===== src/rtl/hex_scan_ctrl_pkg.sv =====
// Shared constants and helpers for the hex display scan controller.
// Imported by the top and by the slot timer.
package hex_scan_ctrl_pkg;

  localparam int unsigned DEF_SLOT_CLKS = 50000;
  localparam int unsigned DEF_GUARD     = 64;

  // Minimum bit width able to hold the values 0 .. n-1.
  function automatic int unsigned clog2(input int unsigned n);
    int unsigned r;
    r = 0;
    for (int i = 0; i < 32; i++) begin
      if ((64'd1 << i) < 64'(n)) begin
        r = i + 1;
      end
    end
    return r;
  endfunction

endpackage


===== src/rtl/hex_scan_ctrl_scan_timer.sv =====
// Digit-slot timer: free-running counter over one slot, flags the last cycle of the slot
// and whether the upcoming cycle falls in the anti-ghosting guard window.
module hex_scan_ctrl_scan_timer
  import hex_scan_ctrl_pkg::*;
#(
  parameter int unsigned SLOT_CLKS = DEF_SLOT_CLKS,
  parameter int unsigned GUARD     = DEF_GUARD
) (
  input  logic clk_i,
  input  logic rst_ni,
  output logic slot_wrap_o,
  output logic in_guard_o
);

  localparam int unsigned CntW = clog2(SLOT_CLKS);
  localparam logic [CntW-1:0] CntLast  = CntW'(SLOT_CLKS - 1);
  localparam logic [CntW-1:0] CntGuard = CntW'(GUARD);

  logic [CntW-1:0] slot_cnt_q, slot_cnt_d;

  always_comb begin
    slot_wrap_o = (slot_cnt_q == CntLast);
    slot_cnt_d  = slot_wrap_o ? '0 : slot_cnt_q + 1'b1;
    // Guard status of the next cycle, so the top can register dig_n in step with the count.
    in_guard_o  = (slot_cnt_d < CntGuard);
  end

  always_ff @(posedge clk_i or negedge rst_ni) begin
    if (!rst_ni) begin
      slot_cnt_q <= '0;
    end else begin
      slot_cnt_q <= slot_cnt_d;
    end
  end

endmodule


===== src/rtl/hex_scan_ctrl.sv =====
// Time-multiplexed scan controller for a common-anode hex display. A loaded value is held
// pending and committed only at a frame boundary so a frame never mixes old and new digits.
module hex_scan_ctrl
  import hex_scan_ctrl_pkg::*;
#(
  parameter int unsigned DIGITS    = 4,
  parameter int unsigned SLOT_CLKS = DEF_SLOT_CLKS,
  parameter int unsigned GUARD     = DEF_GUARD,
  parameter int unsigned BLANK_LZ  = 1
) (
  input  logic                clk,
  input  logic                rst_n,
  input  logic                load,
  input  logic [DIGITS*4-1:0] value,
  output logic [3:0]          hex,
  output logic [DIGITS-1:0]   dig_n,
  output logic                blank,
  output logic                pending,
  output logic                frame_done
);

  localparam int unsigned IdxW = clog2(DIGITS);
  localparam logic [IdxW-1:0] IdxLast = IdxW'(DIGITS - 1);

  logic [DIGITS*4-1:0] shown_q, shown_d;
  logic [DIGITS*4-1:0] pend_val_q, pend_val_d;
  logic                pending_q, pending_d;
  logic [IdxW-1:0]     idx_q, idx_d;
  logic [3:0]          hex_q, hex_d;
  logic [DIGITS-1:0]   dig_n_q, dig_n_d;
  logic                blank_q, blank_d;
  logic                frame_done_q, frame_done_d;

  logic                slot_wrap;
  logic                guard_next;
  logic                idx_last;
  logic                commit;
  logic                higher_zero;
  logic [DIGITS-1:0]   lz;

  hex_scan_ctrl_scan_timer #(
    .SLOT_CLKS (SLOT_CLKS),
    .GUARD     (GUARD)
  ) u_scan_timer (
    .clk_i       (clk),
    .rst_ni      (rst_n),
    .slot_wrap_o (slot_wrap),
    .in_guard_o  (guard_next)
  );

  always_comb begin
    idx_last = (idx_q == IdxLast);
    commit   = slot_wrap && idx_last;

    idx_d = idx_q;
    if (slot_wrap) begin
      idx_d = idx_last ? '0 : idx_q + 1'b1;
    end

    // A load on the commit edge refills pending_val while the old value goes to shown.
    pend_val_d   = load ? value : pend_val_q;
    pending_d    = load | (pending_q & ~commit);
    shown_d      = (commit && pending_q) ? pend_val_q : shown_q;
    frame_done_d = commit;

    higher_zero = 1'b1;
    lz          = '0;
    for (int i = int'(DIGITS) - 1; i >= 0; i--) begin
      higher_zero = higher_zero & (shown_d[4*i +: 4] == 4'h0);
      lz[i]       = higher_zero & (i != 0) & (BLANK_LZ != 0);
    end

    // Outputs are computed from next-state so the registered outputs track idx/slot exactly.
    hex_d   = 4'h0;
    blank_d = 1'b0;
    dig_n_d = '1;
    for (int i = 0; i < int'(DIGITS); i++) begin
      if (idx_d == IdxW'(i)) begin
        hex_d      = shown_d[4*i +: 4];
        blank_d    = lz[i];
        dig_n_d[i] = guard_next | lz[i];
      end
    end
  end

  always_ff @(posedge clk or negedge rst_n) begin
    if (!rst_n) begin
      shown_q      <= '0;
      pend_val_q   <= '0;
      pending_q    <= 1'b0;
      idx_q        <= '0;
      hex_q        <= 4'h0;
      dig_n_q      <= '1;
      blank_q      <= 1'b0;
      frame_done_q <= 1'b0;
    end else begin
      shown_q      <= shown_d;
      pend_val_q   <= pend_val_d;
      pending_q    <= pending_d;
      idx_q        <= idx_d;
      hex_q        <= hex_d;
      dig_n_q      <= dig_n_d;
      blank_q      <= blank_d;
      frame_done_q <= frame_done_d;
    end
  end

  assign hex        = hex_q;
  assign dig_n      = dig_n_q;
  assign blank      = blank_q;
  assign pending    = pending_q;
  assign frame_done = frame_done_q;

endmodule


===== config.mk =====
export PLATFORM = sky130hd
export DESIGN_NAME = hex_scan_ctrl
export DESIGN_NICKNAME = d
export VERILOG_FILES = /design/src/rtl/hex_scan_ctrl_pkg.sv /design/src/rtl/hex_scan_ctrl_scan_timer.sv /design/src/rtl/hex_scan_ctrl.sv
export SDC_FILE = /design/constraint.sdc
export NUM_CORES = 1
export LEC_CHECK = 0
export CORE_AREA = 2 2 92 94
export DETAILED_ROUTE_END_ITERATION = 6
export DIE_AREA = 0 0 94 96
export GPL_TIMING_DRIVEN = 0
export HOLD_SLACK_MARGIN = 0.05
export SLEW_MARGIN = 20
export SYNTH_ARGS = -nofsm -noshare
export SYNTH_HDL_FRONTEND = slang
export SYNTH_SLANG_ARGS = --single-unit

===== constraint.sdc =====
create_clock -name clk -period 3.5 [get_ports clk]
set_input_delay 0.7 -clock clk [delete_from_list [all_inputs] [get_ports clk]]
set_output_delay 0.7 -clock clk [all_outputs]
set_load 0.01 [all_outputs]

==> metrics.md <==
| Metric | Value |
|---|---|
| Layout fillers | `754` |
| Horiz. Die Dim | `between 90 and 100 um` |
| Share of the yosys chip area belonging to registers | `0.554` |
| Placeable core region | `between 0.008 and 0.009 mm2` |
| Instance area after placement | `0.00319 mm2` |
| Y dimension of the die | `between 90 and 100 um` |
| Number of global-route vias before repair | `~1800` |
| Wire length per cell | `about 15 um` |
| Number of hold-repair buffers added at the cts stage | `0` |
| Critical path startpoint category | `register` |
| Max-slew headroom | `0.560` |
| Number of distinct library cell variants in the gate-level netlist after synthesis | `39` |
| Die Outline Area | `0.00902 mm2` |
| RSZ-0062 raised after global routing | `no` |
| Final critical-path share of the clock period | `0.788` |
| Number of nets in the synthesized netlist | `about 240` |
| IO Port Bufs | `28` |
| Number of detailed-routing iterations run before antenna repair | `4` |
| DRC violations left | `0` |
| Worst setup EP type | `register` |
| Post-Place Worst Slack | `0.759 ns` |
| Maximum clock insertion buffer count | `2` |
| Final worst slack | `roughly 0.74 ns` |
| Pins over their slew limit | `0` |
| Number of maximum-capacitance violations | `0` |
| Power per Cell Area | `about 440 mW/mm2` |
| Average size of a mapped cell | `12.9 um2` |
| Post-CTS Setup Bufs | `0` |
| Maximum vdd drop | `between 0.15 and 0.2 mV` |
| Layout Skew | `0.0135 ns` |
| Cts bufs inserted | `9` |
| Required time at the endpoint of the critical path | `between 3 and 4 ns` |
| Classification of the worst setup path | `register to register` |
| Iter 0 DRT Violations | `95` |
| Largest net degree at the start of global routing | `38` |
| Number of failing setup endpoints in the final timing report | `0` |
| Count of nets after finishing | `around 280` |
| Total grt overflow | `0` |
| Most area-consuming cells after synthesis | `dfrtp_1 (52%), mux2_2 (13%), mux2i_1 (5.4%)` |
| Total routing usage reported by global routing | `0.135` |
| Routed Wire Length | `between 5000 and 6000 um` |
| Final TNS setup | `0 ns` |
| DR vias | `1773` |
| Layout cell share with drive strength beyond 1 | `0.251` |
| Cell type with the largest total area after synthesis | `dfrtp_1` |
| Clock net sink count | `61` |
| Cell area after layout | `approximately 0.0034 mm2` |
| YS warnings | `0` |
| Global-route wire length before repair | `9160 um` |
| Worst slack on hold paths | `about 0.26 ns` |
| Yosys top cell area share | `0.516` |
| Synthesis-to-layout area growth | `23.6%` |
| Synthesis-stage register bit count | `between 60 and 70` |
| Number of placement rows | `33` |
| Kind of path behind the tightest hold check | `input port to asynchronous set/reset pin` |
| Hold Fails Final Rpt | `0` |
| ANT nets after route | `0` |
| Starting density of the core | `0.343` |
| Largest fanout on the critical path | `10` |
| Clock latency of the later-clocked register in the worst-skew pair | `roughly 0.34 ns` |
| Sequential cell area | `approximately 0.0015 mm2` |
| Post-detailed-route via-to-cell ratio | `a little under 5` |
| Total area of multi-input combinational cells | `0.00114 mm2` |
| Status | `finished, final reports clean` |
| Number of antenna cells inserted | `0` |
| Initial antenna violation count | `0` |
| Number of cells upsized or downsized after cts | `0` |
| CTS tree | `built` |
| HPWL Detailed | `approximately 3800 um` |
| Worst endpoint data arrival time | `3.00 ns` |
| Static Leak | `roughly 1.6 nW` |
| I/O pin count | `30` |
| GP Congestion | `between 0.8 and 0.9` |
| Final Critical Period | `between 2 and 3 ns` |
| Highest Clock Rate | `362 MHz` |
| Least-Margin Pin Slew | `between 0.6 and 0.7 ns` |
| Root Buffer Master | `clkbuf_8` |
| Area of the mapped netlist | `0.00276 mm2` |
| Maximum level of the CTS H-tree | `3` |
| Cell count after synthesis | `between 200 and 250` |
| Clock transition time at the flip-flop clock pins of the worst setup and hold paths | `around 0.08 ns` |
| Power consumption | `about 0.0015 W` |
[worst paths after layout]
check                                                startpoint                                    end  slack (ns)  depth (start not counted)
min                                                       rst_n  u_scan_timer.slot_cnt_q[12]$_DFF_PN0_        0.26                          1
min reg2reg                u_scan_timer.slot_cnt_q[0]$_DFF_PN0_   u_scan_timer.slot_cnt_q[0]$_DFF_PN0_        0.49                          1
max                        u_scan_timer.slot_cnt_q[7]$_DFF_PN0_                     dig_n[2]$_DFF_PN1_        0.74                          9
max in group asynchronous                                 rst_n                     dig_n[3]$_DFF_PN1_        2.67                          2
min in group clk           u_scan_timer.slot_cnt_q[0]$_DFF_PN0_   u_scan_timer.slot_cnt_q[0]$_DFF_PN0_        0.49                          1
max reg2reg                u_scan_timer.slot_cnt_q[7]$_DFF_PN0_                     dig_n[2]$_DFF_PN1_        0.74                          9
[synth_stat cells, drive strengths merged]
cell type,count
a2111oi,2
a211oi,1
a2bb2oi,1
a31oi,2
and2,1
and2b,3
and3,1
and3b,1
and4,1
buf,5
clkbuf,2
clkinv,1
dfrtp,57
dfstp,4
ha,2
inv,6
mux2,32
mux2i,16
nand2,6
nand2b,1
nand3,12
nand4,5
nand4b,1
nor2,11
nor3,5
nor3b,1
nor4,8
o21ai,3
o21bai,1
o31a,1
o31ai,1
or3,3
or4,3
xnor2,5
xor2,9
[cells by family (layout without fill, tap and decap cells)]
group,after synthesis,after routing,synth area share
flip-flops,61,61,0.554
AO/OA/AOI/OAI,12,12,0.0353
XOR/XNOR,14,14,0.0444
multiplexers,48,48,0.190
adder cells (fa/ha/maj),2,2,0.00905
buffers and inverters,14,59,0.0330
AND/OR/NAND/NOR,63,63,0.134
[final cells by class]
type / instances / share of cell area
sequential: 61 / 0.448
multi-input combinational: 139 / 0.334
timing repair buffer: 29 / 0.0871
clock buffer: 10 / 0.0403
tap: 105 / 0.0384
clock inverter: 6 / 0.0253
buffer: 7 / 0.0187
inverter: 7 / 0.00806
[critical path, stage by stage (launching register included)]
cell and delay [ns]:
dfrtp_1 0.37, buf_6 0.13, or4_4 0.54, nor4_4 0.27
and2_1 0.19, buf_6 0.15, mux2i_2 0.50, inv_1 0.17
nor3_1 0.23, nand2_1 0.09
[stage by stage]
step / util / cells
finish: 0.424 / 364
detailed placement: 0.397 / 348
global route: 0.424 / 364
global placement: 0.394 / 347
CTS: 0.424 / 364
floorplan: - / 214
[sequential cells by signal, summed over array words and instances (netlist names)]
name and cells:
pend_val_q 16, idx_q 2, dig_n 4, blank 1, hex 4, pending 1, u_scan_timer.slot_cnt_q 16, shown_q 16
frame_done 1
[routing by layer]
layer  part of all wire  GRT usage
met2               0.47      0.207
met5                  0          0
met4              0.019     0.0725
met3              0.043     0.0329
met1               0.47      0.178
[cells in the final DEF, fill, tap and decap left out, types with 3 or more instances in the layout]
cell type        Yosys  layout
clkbuf_8             0      10
nor2_1              11      11
nor3_1               5       5
xnor2_1              5       5
clkdlybuf4s50_1      0      27
xor2_1               9       9
inv_1                6       6
o21ai_0              3       3
nand4_1              4       4
buf_6                5       5
nor4_1               7       7
and2b_1              3       3
or3_1                3       3
nand3_1             12      12
dfrtp_1             57      57
clkinv_2             1       3
nand2_1              6       6
dfstp_2              4       4
mux2i_1             15      15
mux2_2              32      32
[power breakdown]
group | switching [W] | leakage [nW] | total, W | internal [W]
registers | 0.0000132 | 0.783 | 0.000737 | 0.000724
clock network | 0.000280 | 0.112 | 0.000698 | 0.000419
logic | 0.0000258 | 0.729 | 0.0000621 | 0.0000364
Note: power is estimated with default switching activity, not from simulation.
